File: src/rtl/instruction_loader.sv
// Instruction loader: encodes incoming instruction field bundles into 32-bit
// words, buffers them in a 4-entry FIFO and writes them through a single
// output register to consecutive instruction-memory addresses.
module instruction_loader (
  input  logic        clk,
  input  logic        reset,
  input  logic        start,
  input  logic [7:0]  base_addr,
  input  logic [8:0]  word_count,
  input  logic        in_valid,
  output logic        in_ready,
  input  logic [3:0]  condition_in,
  input  logic [3:0]  op_code_in,
  input  logic [3:0]  destination_in,
  input  logic [3:0]  src1_in,
  input  logic [3:0]  src2_in,
  input  logic        s_bit_in,
  input  logic        imm_sel_in,
  input  logic [15:0] immediat_value_in,
  output logic        mem_we,
  output logic [7:0]  mem_addr,
  output logic [31:0] mem_wdata,
  input  logic        mem_ready,
  output logic        busy,
  output logic        done
);

  typedef enum logic [1:0] {
    ST_IDLE = 2'd0,
    ST_LOAD = 2'd1,
    ST_DONE = 2'd2
  } state_t;

  state_t      state_r;
  logic        busy_r;
  logic        done_r;
  logic [8:0]  word_count_r;
  logic [8:0]  acc_cnt_r;
  logic [8:0]  wr_cnt_r;
  logic [7:0]  next_addr_r;

  logic [31:0] fifo_mem_r [4];
  logic [1:0]  wr_ptr_r;
  logic [1:0]  rd_ptr_r;
  logic [2:0]  fifo_cnt_r;

  logic        out_valid_r;
  logic [7:0]  out_addr_r;
  logic [31:0] out_data_r;

  logic        in_ready_s;
  logic        push_s;
  logic        pop_s;
  logic        complete_s;
  logic        last_write_s;
  logic [31:0] enc_word_s;

  // Instruction word layout; unused source or immediate fields are dropped.
  function automatic logic [31:0] encode_word(
    input logic [3:0]  cond,
    input logic [3:0]  op,
    input logic        s_bit,
    input logic [3:0]  dst,
    input logic [3:0]  src1,
    input logic [3:0]  src2,
    input logic        imm_sel,
    input logic [15:0] imm
  );
    logic [15:0] operand;
    if (imm_sel) begin
      operand = imm;
    end else begin
      operand = {src2, src1, 8'd0};
    end
    return {cond, op, s_bit, dst, operand, 3'd0};
  endfunction

  // Handshake decode: accept while loading, FIFO has room and words remain.
  always_comb begin
    in_ready_s   = (state_r == ST_LOAD) && (fifo_cnt_r != 3'd4) &&
                   (acc_cnt_r < word_count_r);
    push_s       = in_valid && in_ready_s;
    complete_s   = out_valid_r && mem_ready;
    pop_s        = (fifo_cnt_r != 3'd0) && (!out_valid_r || complete_s);
    last_write_s = complete_s && ((wr_cnt_r + 9'd1) == word_count_r);
    enc_word_s   = encode_word(condition_in, op_code_in, s_bit_in, destination_in,
                               src1_in, src2_in, imm_sel_in, immediat_value_in);
  end

  // Control FSM with transfer counters and registered busy/done flags.
  always_ff @(posedge clk or negedge reset) begin
    if (!reset) begin
      state_r      <= ST_IDLE;
      busy_r       <= 1'b0;
      done_r       <= 1'b0;
      word_count_r <= 9'd0;
      acc_cnt_r    <= 9'd0;
      wr_cnt_r     <= 9'd0;
      next_addr_r  <= 8'd0;
    end else begin
      case (state_r)
        ST_IDLE: begin
          if (start) begin
            word_count_r <= word_count;
            acc_cnt_r    <= 9'd0;
            wr_cnt_r     <= 9'd0;
            next_addr_r  <= base_addr;
            if (word_count == 9'd0) begin
              state_r <= ST_DONE;
              busy_r  <= 1'b0;
              done_r  <= 1'b1;
            end else begin
              state_r <= ST_LOAD;
              busy_r  <= 1'b1;
              done_r  <= 1'b0;
            end
          end else begin
            state_r <= ST_IDLE;
            busy_r  <= 1'b0;
            done_r  <= 1'b0;
          end
        end
        ST_LOAD: begin
          if (push_s) begin
            acc_cnt_r <= acc_cnt_r + 9'd1;
          end
          if (pop_s) begin
            next_addr_r <= next_addr_r + 8'd1;
          end
          if (complete_s) begin
            wr_cnt_r <= wr_cnt_r + 9'd1;
          end
          if (last_write_s) begin
            state_r <= ST_DONE;
            busy_r  <= 1'b0;
            done_r  <= 1'b1;
          end else begin
            state_r <= ST_LOAD;
            busy_r  <= 1'b1;
            done_r  <= 1'b0;
          end
        end
        ST_DONE: begin
          state_r <= ST_IDLE;
          busy_r  <= 1'b0;
          done_r  <= 1'b0;
        end
        default: begin
          state_r <= ST_IDLE;
          busy_r  <= 1'b0;
          done_r  <= 1'b0;
        end
      endcase
    end
  end

  // Encoded-word FIFO; simultaneous push and pop leave occupancy unchanged.
  always_ff @(posedge clk or negedge reset) begin
    if (!reset) begin
      for (int i = 0; i < 4; i++) begin
        fifo_mem_r[i] <= 32'd0;
      end
      wr_ptr_r   <= 2'd0;
      rd_ptr_r   <= 2'd0;
      fifo_cnt_r <= 3'd0;
    end else begin
      if (push_s) begin
        fifo_mem_r[wr_ptr_r] <= enc_word_s;
        wr_ptr_r             <= wr_ptr_r + 2'd1;
      end
      if (pop_s) begin
        rd_ptr_r <= rd_ptr_r + 2'd1;
      end
      case ({push_s, pop_s})
        2'b10:   fifo_cnt_r <= fifo_cnt_r + 3'd1;
        2'b01:   fifo_cnt_r <= fifo_cnt_r - 3'd1;
        default: fifo_cnt_r <= fifo_cnt_r;
      endcase
    end
  end

  // Output register: refills from the FIFO head when empty or completing, else holds.
  always_ff @(posedge clk or negedge reset) begin
    if (!reset) begin
      out_valid_r <= 1'b0;
      out_addr_r  <= 8'd0;
      out_data_r  <= 32'd0;
    end else begin
      if (pop_s) begin
        out_valid_r <= 1'b1;
        out_addr_r  <= next_addr_r;
        out_data_r  <= fifo_mem_r[rd_ptr_r];
      end else if (complete_s) begin
        out_valid_r <= 1'b0;
      end
    end
  end

  assign in_ready  = in_ready_s;
  assign mem_we    = out_valid_r;
  assign mem_addr  = out_addr_r;
  assign mem_wdata = out_data_r;
  assign busy      = busy_r;
  assign done      = done_r;

endmodule

File: config.mk
export PLATFORM = sky130hd
export DESIGN_NAME = instruction_loader
export DESIGN_NICKNAME = d
export VERILOG_FILES = /design/src/rtl/instruction_loader.sv
export SDC_FILE = /design/constraint.sdc
export NUM_CORES = 1
export LEC_CHECK = 0
export CAP_MARGIN = 20
export CORE_MARGIN = 2
export CORE_UTILIZATION = 48
export CTS_BUF_LIST = sky130_fd_sc_hd__clkbuf_4 sky130_fd_sc_hd__clkbuf_8
export DETAILED_ROUTE_END_ITERATION = 8
export PLACE_DENSITY = 0.76
export SYNTH_ARGS = -nofsm -noshare
export SYNTH_HDL_FRONTEND = slang
export SYNTH_SLANG_ARGS = --single-unit
File: constraint.sdc
create_clock -name clk -period 4.2 [get_ports clk]
set_clock_uncertainty 0.2 [all_clocks]
set_input_delay 0.42 -clock clk [delete_from_list [all_inputs] [get_ports clk]]
set_output_delay 0.42 -clock clk [all_outputs]
set_load 0.03 [all_outputs]
==> results.sh <==
export IMPL_crit_start="word_count_r[1]"
export IMPL_synthArstFlopShare_pct=100
export IMPL_yosys_area_top_type="dfrtp_1"
export IMPL_final_period_utilization_pct=80.7
export IMPL_total_power_mw=8.17
export IMPL_ios=104
export IMPL_firstDrtPassIters=6
export IMPL_setup_viol=0
export IMPL_cts_tree="built"
export IMPL_synth_top_family_by_area="multiplexers"
export IMPL_synth_top_cell_area_share_pct=55.1
export IMPL_clk_pin_slew_worst_paths_ns=0.10
export IMPL_ctsLongestPathBuffers=2
export IMPL_row_count=50
export IMPL_hold_viol=0
export IMPL_outcome="finished clean"
export IMPL_cts_buffers=17
export IMPL_synth_enable_flop_cells=0
export IMPL_seq_area_frac_synth_pct=55.1
export IMPL_fin_tns_setup_ns=0
export IMPL_synth_avg_cell_area_um2=12.1
export IMPL_slowest_stage="clkdlybuf4s50_1"
export IMPL_antenna_cells=0
export IMPL_drc=0
export IMPL_synth_warnings=0
export IMPL_ys_flop_type="dfrtp_1"
export IMPL_critical_path_buf_inv_count=2
export IMPL_reg2reg_slack_ns=0.88
export IMPL_synth_area_top_cells="dfrtp_1, mux2_2, mux4_2, o21ai_0, nand2_1"
export IMPL_final_layout_size_suffix_gt1_share_pct=20.9
export IMPL_synth_mux_area_share_pct=19.4
export IMPL_slew_viol_final=0
export IMPL_ys_types=49
export IMPL_drt_iter0_markers=298
export IMPL_crit_chain="inv_1 -> ha_1 -> a21o_1 -> a21oi_2 -> nor2_1 -> nor2_1 -> clkdlybuf4s50_1"
export IMPL_dieArea_um2=19900
export IMPL_cp_slowest_stage_delay_ns=0.68
export IMPL_rsz0062_at_grt="no"
export IMPL_whs_ns=0.283
export IMPL_synth_xor_area_share_pct=1.75
export IMPL_hold_start="fifo_mem_r[13]"
export IMPL_syn_inst=746
export IMPL_track_usage_pct=19.4
export IMPL_grt_max_degree=77
export IMPL_ys_ff_latch=198
export IMPL_dieWidth_um=141
export IMPL_end_kind="primary output"
export IMPL_post_cts_resized=0
export IMPL_cp_max_fo=6
export IMPL_vias_per_cell=5.51
export IMPL_post_dp_cell_area_um2=10300
export IMPL_synth_most_common_cell="dfrtp_1"
export IMPL_fill_cells=1541
export IMPL_first_global_vias=6094
export IMPL_power_density_nw_per_um2=765
export IMPL_timing_fmax_mhz=295
export IMPL_post_route_min_period_ns=3.39
export IMPL_crit_arrival_ns=2.77
export IMPL_final_antenna_net_count=0
export IMPL_hpwl_um=12500
export IMPL_grt_first_pass_wirelength_um=30600
export IMPL_worst_slack_ns=0.811
export IMPL_reg2reg_from="word_count_r[8]"
export IMPL_insertion_delay_ns=0.45
export IMPL_clockRootBuffer="clkbuf_8"
export IMPL_synth_fa_ha_area_share_pct=2.45
export IMPL_peakVddDrop_mv=0.272
export IMPL_setup_worst_path_start_class="register"
export IMPL_clkSinkCount=198
export IMPL_finish_utilization_pct=57.7
export IMPL_place_congestion=0.791
export IMPL_place_inst=1054
export IMPL_cap_violations=0
export IMPL_instances_no_fill=1086
export IMPL_fin_nets=917
export IMPL_post_cts_buffers=0
export IMPL_netlist_top_cells_count="dfrtp_1, nand2_1, o21ai_0, mux2_2, clkbuf_1"
export IMPL_tightest_slew_ns=0.920
export IMPL_htree_levels=4
export IMPL_crit_path_frequent_cell="nor2_1"
export IMPL_max_slew_margin_pct=38.4
export IMPL_place_ws_ns=0.902
export IMPL_antenna_found_initial=0
export IMPL_die_y_um=141
export IMPL_area_growth_pct=18.7
export IMPL_p_leak_nw=4.62
export IMPL_initial_core_util_pct=48.6
export IMPL_wirelength_um=18400
export IMPL_synth_compound_area_share_pct=10.0
export IMPL_synth_area_um2=8990
export IMPL_synthSimpleGateAreaFrac_pct=8.32
export IMPL_core_um2=18500
export IMPL_via_count=5981
export IMPL_io_buffers=100
export IMPL_gr_total_overflow=0
export IMPL_design_area_um2=10700
export IMPL_cp_required_ns=3.58
export IMPL_crit_type="reg -> out"
export IMPL_crit_family="buffers and inverters"
export IMPL_hold_path_class="reg -> reg"
export IMPL_wl_per_cell_um=16.9
[state kept, by name, indices dropped and copies added (netlist names), 2 cells and up]
register	count
fifo_mem_r	116
mem_wdata	29
acc_cnt_r	9
word_count_r	9
wr_cnt_r	9
mem_addr	8
next_addr_r	8
fifo_cnt_r	3
rd_ptr_r	2
wr_ptr_r	2
[area by class of cell]
type / count / area, um2 / area share [%]
sequential: 198 / 4960 / 46.4
multi-input combinational: 487 / 3830 / 35.9
timing repair buffer: 116 / 1130 / 10.6
tap: 234 / 293 / 2.74
clock buffer: 17 / 234 / 2.19
clock inverter: 14 / 163 / 1.52
inverter: 20 / 75.1 / 0.703
[worst register-to-register path, stage by stage, from the launching register on]
cell and delay, ns:
dfrtp_1 0.37, inv_1 0.06, ha_1 0.34, nand2_1 0.12, nor2_1 0.11, nand3_1 0.08, buf_4 0.18, o21ai_2 0.62
ha_1 0.31, inv_1 0.06, fa_1 0.38, xor2_1 0.15, nor2_1 0.11, xor2_1 0.16
[repair_timing]
item	4_1_cts	5_1_grt
hold buffers	1	0
hold endpoints to repair	73	0
endpoints found under the setup margin	0	0
[placed cells by master (no fill, tap or decap), types with 3 or more instances in the layout]
master             n
nand3_1           13
clkbuf_8          18
inv_6              6
ha_1              16
o211ai_4           4
nor4_1             4
xnor2_1           11
clkdlybuf4s50_1   99
nor3_1             4
mux2i_1            8
or4_1              4
dfrtp_1          197
mux2_2            90
or3_1              4
o21ai_0           97
a21oi_1           21
inv_1             20
mux4_2            29
nor2_1            17
nand2_1          108
xor2_1             7
buf_4             15
o31ai_1            7
nand4_1            5
conb_1             3
o22ai_1            4
[report_power, final]
part	leakage (nW)	internal [mW]	switching [mW]
sequential	2.45	2.77	0.601
clock	0.198	0.498	0.714
combinational	1.97	1.81	1.78
[logic make-up after synthesis]
family	Yosys count
AOI/OAI and AO/OA	152
xor gates and xnor gates	18
DFF	198
other	1
and+or+nand+nor	170
buffers and inverters	63
adders and majority gates	17
muxes	127
[metal layers]
layer | global-route usage [%] | vias to the layer above | wire, um
li1 | - | 2863 | -
met5 | 0 | - | 0
met1 | 25.6 | 2987 | 8260
met3 | 3.70 | 20 | 633
met4 | 6.47 | 0 | 303
met2 | 32.7 | 111 | 9150
[path summary, 6_finish.rpt]
path	to	depth (start not counted)
max	in_ready	7
min	fifo_mem_r[13]	2
max reg2reg	fifo_cnt_r[2]	13
min reg2reg	fifo_mem_r[13]	2
max in group asynchronous	fifo_mem_r[6]	3
min in group asynchronous	wr_cnt_r[7]	2
Note: power is estimated with default switching activity, not from simulation.
